[src/rtl/trng_pkg.sv]
// Shared constants and lane-state type for the TRNG entropy conditioner.
package trng_pkg;
  localparam int N_SRC      = 6;
  localparam int FIFO_DEPTH = 16;
  localparam int PTR_W      = $clog2(FIFO_DEPTH);
  localparam int CNT_W      = PTR_W + 1;
  localparam int PCNT_W     = $clog2(N_SRC + 1);

  // Von Neumann pairing state of one lane.
  typedef struct packed {
    logic hold;
    logic data;
  } lane_t;
endpackage

[src/rtl/trng_bit_fifo.sv]
// Multi-push, single-pop bit FIFO; excess pushes are dropped from the top and latch overflow.
module trng_bit_fifo
  import trng_pkg::*;
(
  input  logic              clk,
  input  logic              rst_n,
  input  logic [PCNT_W-1:0] push_cnt_i,
  input  logic [N_SRC-1:0]  push_data_i,
  output logic              out_valid_o,
  output logic              out_bit_o,
  output logic              writing_o,
  output logic              overflow_o
);

  logic [FIFO_DEPTH-1:0] mem_q, mem_d;
  logic [PTR_W-1:0]      rd_ptr_q, rd_ptr_d, wr_ptr_q, wr_ptr_d;
  logic [CNT_W-1:0]      count_q, count_d;
  logic                  writing_q, writing_d;
  logic                  overflow_q, overflow_d;
  logic                  pop;
  logic [CNT_W-1:0]      cnt_post, free, push_ext, accept;

  always_comb begin
    pop      = (count_q != '0);
    cnt_post = count_q - CNT_W'(pop);
    // Room is measured after this edge's pop so a full FIFO still takes one bit.
    free     = CNT_W'(FIFO_DEPTH) - cnt_post;
    push_ext = CNT_W'(push_cnt_i);
    accept   = (push_ext > free) ? free : push_ext;
    mem_d    = mem_q;
    for (int k = 0; k < N_SRC; k++) begin
      if (CNT_W'(k) < accept) begin
        mem_d[wr_ptr_q + PTR_W'(k)] = push_data_i[k];
      end
    end
    rd_ptr_d   = rd_ptr_q + PTR_W'(pop);
    wr_ptr_d   = wr_ptr_q + accept[PTR_W-1:0];
    count_d    = cnt_post + accept;
    writing_d  = (accept != '0);
    overflow_d = overflow_q | (push_ext > free);
  end

  always_ff @(posedge clk or negedge rst_n) begin
    if (!rst_n) begin
      mem_q      <= '0;
      rd_ptr_q   <= '0;
      wr_ptr_q   <= '0;
      count_q    <= '0;
      writing_q  <= 1'b0;
      overflow_q <= 1'b0;
    end else begin
      mem_q      <= mem_d;
      rd_ptr_q   <= rd_ptr_d;
      wr_ptr_q   <= wr_ptr_d;
      count_q    <= count_d;
      writing_q  <= writing_d;
      overflow_q <= overflow_d;
    end
  end

  assign out_valid_o = (count_q != '0);
  assign out_bit_o   = (count_q != '0) ? mem_q[rd_ptr_q] : 1'b0;
  assign writing_o   = writing_q;
  assign overflow_o  = overflow_q;

endmodule

[src/rtl/trng_markov.sv]
// Six-lane von Neumann debiaser feeding a serial bit FIFO.
// Optional raw bypass input is enabled with `define TRNG_BYPASS_EN.
module trng_markov
  import trng_pkg::*;
(
  input  logic             clk,
  input  logic             reset,
`ifdef TRNG_BYPASS_EN
  input  logic             bypass,
`endif
  input  logic [N_SRC-1:0] bits,
  input  logic [N_SRC-1:0] valid,
  output logic             out_valid,
  output logic             out,
  output logic             writing,
  output logic             overflow
);

  // Output stream is pop-only: there is no ready; whenever out_valid is high
  // the consumer takes out and the head is removed on the next rising edge.

  lane_t [N_SRC-1:0] lane_q, lane_d;
  logic [N_SRC-1:0]  emit_vld, emit_bit;
  logic [N_SRC-1:0]  push_data;
  logic [PCNT_W-1:0] push_cnt;

  always_comb begin
    lane_d   = lane_q;
    emit_vld = '0;
    emit_bit = '0;
    for (int i = 0; i < N_SRC; i++) begin
`ifdef TRNG_BYPASS_EN
      if (bypass) begin
        lane_d[i].hold = 1'b0;
        emit_vld[i]    = valid[i];
        emit_bit[i]    = bits[i];
      end else
`endif
      if (valid[i]) begin
        if (!lane_q[i].hold) begin
          lane_d[i].hold = 1'b1;
          lane_d[i].data = bits[i];
        end else begin
          lane_d[i].hold = 1'b0;
          emit_vld[i]    = (lane_q[i].data != bits[i]);
          emit_bit[i]    = lane_q[i].data;
        end
      end
    end
  end

  // Pack emitted bits to the bottom, lane 0 first, so the FIFO sees a dense burst.
  always_comb begin
    push_data = '0;
    push_cnt  = '0;
    for (int i = 0; i < N_SRC; i++) begin
      if (emit_vld[i]) begin
        push_data[push_cnt] = emit_bit[i];
        push_cnt            = push_cnt + 1'b1;
      end
    end
  end

  always_ff @(posedge clk or negedge reset) begin
    if (!reset) begin
      lane_q <= '0;
    end else begin
      lane_q <= lane_d;
    end
  end

  trng_bit_fifo u_fifo (
    .clk         (clk),
    .rst_n       (reset),
    .push_cnt_i  (push_cnt),
    .push_data_i (push_data),
    .out_valid_o (out_valid),
    .out_bit_o   (out),
    .writing_o   (writing),
    .overflow_o  (overflow)
  );

endmodule

[config.mk]
export PLATFORM = sky130hd
export DESIGN_NAME = trng_markov
export DESIGN_NICKNAME = d
export VERILOG_FILES = /design/src/rtl/trng_pkg.sv /design/src/rtl/trng_bit_fifo.sv /design/src/rtl/trng_markov.sv
export SDC_FILE = /design/constraint.sdc
export NUM_CORES = 1
export LEC_CHECK = 0
export ABC_AREA = 0
export CAP_MARGIN = 20
export CORE_AREA = 2 2 98 100
export DETAILED_ROUTE_END_ITERATION = 10
export DIE_AREA = 0 0 100 102
export DONT_BUFFER_PORTS = 1
export PLACE_DENSITY = 0.79
export SLEW_MARGIN = 20
export SYNTH_ARGS = -nofsm -noshare
export SYNTH_HDL_FRONTEND = slang
export SYNTH_SLANG_ARGS = --single-unit
[constraint.sdc]
create_clock -name clk -period 8.5 [get_ports clk]
set_input_delay 1.275 -clock clk [delete_from_list [all_inputs] [get_ports clk]]
set_output_delay 1.275 -clock clk [all_outputs]
set_load 0.02 [all_outputs]
==> metrics.yaml <==
status: "finished clean"
yosys_warnings: 0
synth_edf_count: 0
cp-startpoint: "bits[2]"
fin_worst_skew_ps: 16.34
synth-async-reset-ratio_pct: 100.0
achievable-frequency_mhz: 131.8
cts_setup_buffers: 0
pin_count: 18
vias: 5144
drcViolationCount: 0
final-hold-violation-count: 0
place_congestion: 1.118
n_antenna_cell: 0
cts_buffer_depth: 2
synth_seq_area_share_pct: 22.06
core-area_um2: 9109
cts_resized: 0
critical_path_class: "input pin to flip-flop"
hold_class: "flip-flop to flip-flop"
cp-start-kind: "input pin"
via_per_inst: 7.296
grt_pass1_wl_um: 26370
period_minus_slack_ps: 7589
drt_iter0_drc: 734
slew_headroom_pct: 32.94
hold_slack_ps: 501.5
avgRoutedWirePerCell_um: 24.17
nets: 633
cp.arrival_ps: 7810
cts_hold_buf: 0
syn_area_um2: 4878
cts_tree: "yes"
cts_root_buf: "clkbuf_8"
drive_gt1_share_pct: 9.933
die-area_um2: 10200
grt_pass1_vias: 4815
dp_worst_setup_slack_ps: 688.6
totalWireLength_um: 17040
syn_inst: 593
cts_buffers: 5
cts.sinks: 43
syn_area_per_cell_um2: 8.227
holdCritStartpoint: "lane_q[3]"
timing.rr.start: "lane_q[4]"
antenna_found_initial: 0
clock_latency_ps: 320
synth_fp_nets: 633
path_max_fanout: 17
final_cell_mix: "nand2_1 (59), nor2_1 (50), dfrtp_1 (43)"
ys.flop_type: "dfrtp_1"
grt_use_total_pct: 33.74
final-setup-viol-count: 0
setup_ws_ps: 911.3
tightest_slew_ps: 1002
place_hpwl_um: 12630
fillCellCount: 874
post-route-period-util_pct: 89.28
layout.cells.most_common: "nand2_1"
htree_levels: 2
floorplan.initialDensity_pct: 53.56
die_w_um: 100
clk_pin_slew_ps: 90
fp.dieH_um: 102
io_buffers: 0
area_growth_pct: 4.847
drt_first_pass_iters: 6
worstPathRequired_ps: 8720
drv_cap: 0
rows: 35
tns_ps: 0
grt-ovfl-total: 0
slew_viol_final: 0
ys_ff_latch: 43
antenna_left: 0
rsz0062_at_grt: "false"
ys_types: 89
worst_setup_path_end_kind: "flip-flop"
grt_start_max_net_pins: 44
[routing by layer]
metal	routed length, um	part of all wire (%)	GRT usage (%)	up-vias
met2	7585	45	54.73	364
li1	-	-	-	2275
met1	6644	39	43.80	2416
met4	1064	6.2	17.28	0
met5	0	0	0	-
met3	1748	10	5.472	89
[registers in the layout, indices dropped and copies added (netlist names)]
signal	cells
u_fifo.count_q	5
u_fifo.mem_q	16
lane_q	12
u_fifo.rd_ptr_q	4
u_fifo.writing_o	1
u_fifo.overflow_o	1
u_fifo.wr_ptr_q	4
[worst paths after layout]
kind | end | slack, ps | cells after the start
max | u_fifo.mem_q[2] | 910 | 27
max reg2reg | u_fifo.mem_q[2] | 1380 | 27
min in group asynchronous | u_fifo.mem_q[7] | 630 | 0
min | lane_q[3] | 500 | 1
max in group asynchronous | u_fifo.mem_q[2] | 7770 | 0
min reg2reg | lane_q[3] | 500 | 1
[cells by family after synthesis]
kind of cell / synth area share (%)
AO/OA/AOI/OAI: 27.06
adder cells (fa/ha/maj): 7.130
AND/OR/NAND/NOR: 25.52
multiplexers: 7.002
buffers and inverters: 3.770
flip-flops: 22.06
XOR/XNOR: 7.464
[synth_stat cells (all sizes together), types with 14 or more instances]
cell type	count	area share, %
nand2	60	4.7
nor2	52	4.1
dfrtp	43	22
a21oi	30	3.2
nand3	26	2.7
nor3	26	2.9
ha	23	5.9
inv	23	1.8
xor2	20	3.6
o21ai	17	1.7
xnor2	16	3.4
and3	14	1.9
[through the flow]
step | util, % | area [um^2] | std cells
after floorplan | - | 4878 | 593
after global placement | 55.14 | 5022 | 697
after detailed placement | 55.14 | 5022 | 697
after CTS | 56.15 | 5115 | 705
after global routing | 56.15 | 5115 | 705
final | 56.15 | 5115 | 705
[cell type report]
cell class	instances	area, um^2	share of cell area (%)
timing repair buffer	13	97.59	1.908
clock buffer	5	68.82	1.345
tap	111	138.9	2.715
clock inverter	3	23.77	0.4648
inverter	24	91.34	1.786
multi-input combinational	506	3618	70.74
sequential	43	1076	21.04
[critical path, stage by stage]
cell      delay, ps
xnor2_2         290
nor2_1          120
fa_1            870
ha_1            340
nor3_1          190
buf_4           170
nor2_1           50
ha_1            300
nand2_1          70
o31ai_1         120
ha_1            300
mux2i_1         160
o41a_4          220
clkinv_2         90
ha_1            300
nor2b_1         140
o21a_1          140
o221ai_2        160
or2_2           410
a21o_1          210
inv_1           370
o211ai_1        370
nor3_4          250
buf_4           260
a22oi_1         140
or2_0           260
a22oi_1         200
Power is not shown: default switching activity piles up to over one toggle a cycle in this logic, so the estimate is an artifact.
